**src/rtl/mem_port_arbiter.sv**
```systemverilog
// Purpose: shares one memory port between instruction fetch (I) and data load/store (D); D has priority, and a streak limiter stops fetch from starving.
// Latency: accept at cycle N, m_req_val from N+1, response pulse at N+2 at the earliest (ack in N+1), or one cycle after ack/timeout.
// Backpressure: requests are accepted only in IDLE (one per cycle). Responses are single-cycle pulses that requesters must sink.
module mem_port_arbiter #(
  parameter int ADDR_W       = 16,
  parameter int DATA_W       = 16,
  parameter int MAX_D_STREAK = 3,
  parameter int TIMEOUT_CYC  = 64
) (
  input  logic                clk,
  input  logic                rst_n,
  // fetch requester
  input  logic                i_req_val,
  input  logic [ADDR_W-1:0]   i_req_addr,
  output logic                i_req_rdy,
  output logic                i_rsp_val,
  output logic [DATA_W-1:0]   i_rsp_data,
  output logic                i_rsp_err,
  // data requester
  input  logic                d_req_val,
  input  logic                d_req_we,
  input  logic [DATA_W/8-1:0] d_req_be,
  input  logic [ADDR_W-1:0]   d_req_addr,
  input  logic [DATA_W-1:0]   d_req_wdata,
  output logic                d_req_rdy,
  output logic                d_rsp_val,
  output logic [DATA_W-1:0]   d_rsp_data,
  output logic                d_rsp_err,
  // memory side
  output logic                m_req_val,
  output logic                m_req_we,
  output logic [DATA_W/8-1:0] m_req_be,
  output logic [ADDR_W-1:0]   m_req_addr,
  output logic [DATA_W-1:0]   m_req_wdata,
  input  logic                m_ack,
  input  logic [DATA_W-1:0]   m_rdata
);

  localparam int BE_W   = DATA_W / 8;
  localparam int STRK_W = $clog2(MAX_D_STREAK + 1);
  localparam int TMR_W  = (TIMEOUT_CYC > 1) ? $clog2(TIMEOUT_CYC) : 1;

  localparam logic [STRK_W-1:0] STRK_MAX = STRK_W'(MAX_D_STREAK);
  // Last timer value before the access is abandoned (unused when TIMEOUT_CYC is 0).
  localparam logic [TMR_W-1:0]  TMR_LAST = TMR_W'((TIMEOUT_CYC > 0) ? TIMEOUT_CYC - 1 : 0);

  typedef enum logic {
    ST_IDLE = 1'b0,
    ST_MEM  = 1'b1
  } state_t;

  state_t              r_state;
  state_t              w_state_nxt;
  logic [STRK_W-1:0]   r_streak;
  logic [STRK_W-1:0]   w_streak_nxt;
  logic [TMR_W-1:0]    r_timer;
  logic [TMR_W-1:0]    w_timer_nxt;

  // captured request; drives the memory bus while in MEM
  logic                r_owner_d;
  logic                r_we;
  logic [BE_W-1:0]     r_be;
  logic [ADDR_W-1:0]   r_addr;
  logic [DATA_W-1:0]   r_wdata;

  // response pulses
  logic                r_i_rsp_val;
  logic                r_i_rsp_err;
  logic [DATA_W-1:0]   r_i_rsp_data;
  logic                r_d_rsp_val;
  logic                r_d_rsp_err;
  logic [DATA_W-1:0]   r_d_rsp_data;

  logic                w_idle;
  logic                w_i_rdy;
  logic                w_d_rdy;
  logic                w_i_acc;
  logic                w_d_acc;
  logic                w_acc;
  logic                w_tmo;
  logic                w_done;
  logic                w_done_err;

  // Ready is held low throughout reset, not just after the reset edge.
  assign w_idle  = rst_n && (r_state == ST_IDLE);
  // D wins unless it has used up its streak while fetch is waiting.
  assign w_d_rdy = w_idle && (!i_req_val || (r_streak < STRK_MAX));
  assign w_i_rdy = w_idle && (!d_req_val || (r_streak == STRK_MAX));
  assign w_d_acc = d_req_val && w_d_rdy;
  assign w_i_acc = i_req_val && w_i_rdy;
  assign w_acc   = w_d_acc || w_i_acc;
  assign w_tmo   = (TIMEOUT_CYC != 0) && (r_timer == TMR_LAST);

  // Next-state, streak and timer update; an ack beats a timeout in the same cycle.
  always_comb begin
    w_state_nxt  = r_state;
    w_streak_nxt = r_streak;
    w_timer_nxt  = r_timer;
    w_done       = 1'b0;
    w_done_err   = 1'b0;
    case (r_state)
      ST_IDLE: begin
        if (w_acc) begin
          w_state_nxt = ST_MEM;
          w_timer_nxt = '0;
          if (w_i_acc) begin
            w_streak_nxt = '0;
          end else if (i_req_val && (r_streak != STRK_MAX)) begin
            w_streak_nxt = r_streak + STRK_W'(1);
          end
        end
      end
      ST_MEM: begin
        if (m_ack) begin
          w_state_nxt = ST_IDLE;
          w_done      = 1'b1;
        end else if (w_tmo) begin
          w_state_nxt = ST_IDLE;
          w_done      = 1'b1;
          w_done_err  = 1'b1;
        end else begin
          w_timer_nxt = r_timer + TMR_W'(1);
        end
      end
      default: begin
        w_state_nxt = ST_IDLE;
      end
    endcase
  end

  // State, streak and timer registers.
  always_ff @(posedge clk) begin
    if (!rst_n) begin
      r_state  <= ST_IDLE;
      r_streak <= '0;
      r_timer  <= '0;
    end else begin
      r_state  <= w_state_nxt;
      r_streak <= w_streak_nxt;
      r_timer  <= w_timer_nxt;
    end
  end

  // Capture the granted request; fetch always reads the full word.
  always_ff @(posedge clk) begin
    if (!rst_n) begin
      r_owner_d <= 1'b0;
      r_we      <= 1'b0;
      r_be      <= '0;
      r_addr    <= '0;
      r_wdata   <= '0;
    end else if (w_acc) begin
      r_owner_d <= w_d_acc;
      r_we      <= w_d_acc ? d_req_we : 1'b0;
      r_be      <= w_d_acc ? d_req_be : {BE_W{1'b1}};
      r_addr    <= w_d_acc ? d_req_addr : i_req_addr;
      r_wdata   <= w_d_acc ? d_req_wdata : '0;
    end
  end

  // One-cycle response to the owner; data is only returned for a successful read.
  always_ff @(posedge clk) begin
    if (!rst_n) begin
      r_i_rsp_val  <= 1'b0;
      r_i_rsp_err  <= 1'b0;
      r_i_rsp_data <= '0;
      r_d_rsp_val  <= 1'b0;
      r_d_rsp_err  <= 1'b0;
      r_d_rsp_data <= '0;
    end else begin
      r_i_rsp_val  <= w_done && !r_owner_d;
      r_i_rsp_err  <= w_done_err && !r_owner_d;
      r_i_rsp_data <= (w_done && !w_done_err && !r_owner_d) ? m_rdata : '0;
      r_d_rsp_val  <= w_done && r_owner_d;
      r_d_rsp_err  <= w_done_err && r_owner_d;
      r_d_rsp_data <= (w_done && !w_done_err && r_owner_d && !r_we) ? m_rdata : '0;
    end
  end

  assign i_req_rdy   = w_i_rdy;
  assign d_req_rdy   = w_d_rdy;
  assign i_rsp_val   = r_i_rsp_val;
  assign i_rsp_err   = r_i_rsp_err;
  assign i_rsp_data  = r_i_rsp_data;
  assign d_rsp_val   = r_d_rsp_val;
  assign d_rsp_err   = r_d_rsp_err;
  assign d_rsp_data  = r_d_rsp_data;
  assign m_req_val   = (r_state == ST_MEM);
  assign m_req_we    = r_we;
  assign m_req_be    = r_be;
  assign m_req_addr  = r_addr;
  assign m_req_wdata = r_wdata;

endmodule
```
**config.mk**
```make
export PLATFORM = sky130hd
export DESIGN_NAME = mem_port_arbiter
export DESIGN_NICKNAME = d
export VERILOG_FILES = /design/src/rtl/mem_port_arbiter.sv
export SDC_FILE = /design/constraint.sdc
export NUM_CORES = 1
export LEC_CHECK = 0
export ABC_AREA = 1
export CAP_MARGIN = 15
export CELL_PAD_IN_SITES_DETAIL_PLACEMENT = 0
export CELL_PAD_IN_SITES_GLOBAL_PLACEMENT = 1
export CORE_UTILIZATION = 25
export CTS_CLUSTER_DIAMETER = 150
export DETAILED_ROUTE_END_ITERATION = 7
export PLACE_DENSITY_LB_ADDON = 0.1
export SYNTH_ARGS = -nofsm -noshare
export SYNTH_HDL_FRONTEND = slang
export SYNTH_SLANG_ARGS = --single-unit
export TNS_END_PERCENT = 50
```
**constraint.sdc**
```tcl
create_clock -name clk -period 1.4 [get_ports clk]
set_input_delay 0.42 -clock clk [delete_from_list [all_inputs] [get_ports clk]]
set_output_delay 0.42 -clock clk [all_outputs]
set_load 0.05 [all_outputs]
```
==> impl_metrics.yaml <==
power_and_ir_drop:
  finalPower_mw: 6.111
  vdd_drop_max_v: 0.0004490
  power_density_mw_per_mm2: 958.7
  seq_power_share_pct: 40.7
  p_switching_mw: 1.769
  swShare_pct: 28.95
  comb_power_share_pct: 23.2
  clkPwrFrac_pct: 36.2
  power_leakage_nw: 2.726
  p_int_mw: 4.341
sta:
  max_slew_margin_pct: 69.75
  fin_crit_ns: 1.662
  layout_setup_ws_ns: -0.2624
  finalHoldViolCount: 0
  slew_viol_final: 0
  worst-slew-pin-transition_ns: 0.4538
  rsz0062_at_grt: "true"
  fin_crit_sh_pct: 118.7
  setup_viol: 36
  holdWs_ns: 0.4960
  finalClockSkew_ns: 0.008791
  max_freq_mhz: 601.6
clock_network:
  numCtsBuffers: 9
  clk_path_buf_depth: 2
  htree_levels: 3
  holdBufCountCts: 0
  clk_latency_ns: 0.34
  root_buffer: "clkbuf_16"
  path_clk_slew_ns: 0.07
  tritoncts: "yes"
  cts_sinks: 81
detailed_routing:
  drcViolationCount: 0
  drt_wl_total_um: 9773
  vias: 3207
  viasPerCell: 4.209
  antenna_left: 0
  wl_per_cell_um: 12.83
  firstDrtPassIters: 4
  drt_iter0_markers: 110
global_route:
  grtUsageMet1_pct: 18.42
  top_usage_layer: "met2"
  grt_overflow: 0
  grt_antenna_before_repair: 0
  first_global_vias: 3179
  grt_max_degree: 37
  grt_usage_pct: 15.71
  grt_use_met2_pct: 26.34
  grt_pass1_wl_um: 15610
  grt.met3_usage_pct: 4.942
synthesis:
  syn_inst: 407
  ys_seq_elements: 81
  synth_xor_area_share_pct: 0
  synth-simple-area-share_pct: 28.01
  synthMuxAreaShare_pct: 0
  synth-edff-count: 0
  synth_top_family_by_area: "simple AND/OR/NAND/NOR gates"
  synth_compound_area_share_pct: 8.159
  async_flop_share_pct: 0
  yosysUniqueCellTypes: 23
  syn_area_per_cell_um2: 7.649
  synthAdderAreaFrac_pct: 0.8039
  synth_ff_type: "dfxtp_1"
  ys_warn_count: 0
  synth_fp_nets: 481
  synth_area_mm2: 0.003113
  ys_seq_area_share_pct: 52.09
floorplanning:
  die_w_um: 113.6
  initial_utilization_pct: 25.81
  coreArea_mm2: 0.01206
  die_area_mm2: 0.01290
  boundaryPins: 146
  row_count: 40
  die_h_um: 113.6
worst_setup_path:
  endpoint_kind: "output pin"
  critical_path_required_ns: 0.98
  critPathLaunchType: "flip-flop"
  r2r-start: "r_streak[0]$_SDFFE_PN0P_"
  worstSetupPathType: "reg2out"
  rrSetupSlack_ns: -0.12
  regToRegEndpoint: "m_req_addr[3]$_SDFFE_PN0P_"
  cp_max_fo: 3
  reg2regPathDepth: 10
  arrival_ns: 1.24
final_layout:
  layout.nets: 663
  n_fill_cell: 1151
  final_common_cell: "dfxtp_1"
  mostFrequentLayoutCells: "dfxtp_1 (78), buf_12 (77), clkdlybuf4s50_1 (68), nand2_1 (66), inv_1 (58)"
  insertedDiodeCount: 0
  drive_above_1_share_pct: 29.97
  syn2layout_area_growth_pct: 104.7
  post-route-util_pct: 52.84
  stdcell_count: 762
flow_run:
  maxCapViolCount: 0
placement:
  pre_cts_slack_ns: -0.5237
  dp_cells: 733
  io_buffers: 145
  place_congestion: 0.7731
  hpwl_um: 7023
outcome:
  status: "finished with violations"
  violations: "setup timing"
worst_hold_path:
  hold_depth: 2
  hold_start: "m_req_wdata[2]$_SDFFE_PN0P_"
  min_to: "m_req_wdata[2]$_SDFFE_PN0P_"
  hold_class: "reg2reg"
==> cell usage after synthesis, types with 2 or more instances <==
master    number  share of area, %
nor2_1        51               6.1
inv_1         62               7.5
nand3_1       42               6.8
nand4_1       20               4.0
ha_1           2              0.80
nand2_1       74               8.9
o21ai_0        6              0.96
nand3_4        2               1.1
buf_2          5              0.80
o21bai_1       2              0.48
a21oi_1       37               5.9
dfxtp_1       81                52
clkbuf_1      10               1.2
buf_1          2              0.24
buf_4          3              0.72
==> critical path, cell delays in order (launching register included) <==
cell and delay [ns]:
dfxtp_2 0.35, ha_4 0.16, inv_2 0.04, nand2_2 0.06
inv_2 0.05, nor2_4 0.10, buf_12 0.14
==> sequential cells by signal (all words and copies together) (netlist names) <==
name and flops:
d_rsp_data 16, d_rsp_err 1, d_rsp_val 1, i_rsp_data 16, i_rsp_err 1, i_rsp_val 1
m_req_addr 16, m_req_be 2, m_req_val 1, m_req_wdata 16, m_req_we 1, r_owner_d 1
r_streak 2, r_timer 6
==> stage by stage <==
step / instance area (µm²) / setup TNS (ns)
global placement: 5723 / -31.11
finish: 6374 / -2.097
CTS: 6141 / -1.146
floorplan: 3156 / -0.1876
global route: 6374 / -5.031
detailed placement: 5723 / -32.30
==> how the worst max path moves through the flow <==
stage                                  start                       to  depth (start not counted)
floorplan               m_req_val$_SDFF_PN0_                d_req_rdy                          5
global placement                   i_req_val  r_timer[5]$_SDFFE_PN0P_                          9
detailed placement                 i_req_val  r_timer[4]$_SDFFE_PN0P_                          7
CTS                 r_streak[0]$_SDFFE_PN0P_                d_req_rdy                          3
global route        r_streak[0]$_SDFFE_PN0P_                i_req_rdy                          6
finish              r_streak[1]$_SDFFE_PN0P_                i_req_rdy                          6
==> layout make-up <==
type	count	area, µm²	share of cell area, %
clock buffers	9	225.2	3.534
repair buffers	192	2678	42.01
clock inverters	7	52.55	0.8245
flip-flops and latches	81	1628	25.54
inverters	63	251.5	3.946
multi-input cells	242	1329	20.85
well taps	168	210.2	3.298
==> repair_timing <==
action	in CTS	in global routing
gates resized for setup	24	40
gates cloned	3	1
buffers inserted	3	6
pin swaps	4	8
endpoints found under the setup margin	45	45
==> power groups by stage <==
| stage | Sequential, mW | Clock (mW) | Combinational, mW |
|---|---|---|---|
| after floorplan | 2.75 | 0 | 0.342 |
| after detailed placement | 2.53 | 0 | 1.28 |
| after CTS | 2.48 | 2.30 | 1.35 |
| after global routing | 2.50 | 2.40 | 1.51 |
| after global placement | 2.53 | 0 | 1.27 |
| final | 2.49 | 2.21 | 1.42 |
==> cell families (layout without fill, tap and decap cells) <==
group | Yosys count | after routing
AOI/OAI and AO/OA | 48 | 48
adders and majority gates | 2 | 2
buffers and inverters | 84 | 271
DFF | 81 | 81
and+or+nand+nor | 192 | 192
==> per-layer routing <==
layer  wire length (µm)  vias up
li1                   -     1653
met1               4089     1447
met2               4822       97
met3                700       10
met4                161        0
met5                  0        -
Power figures use the tool's default switching activity.
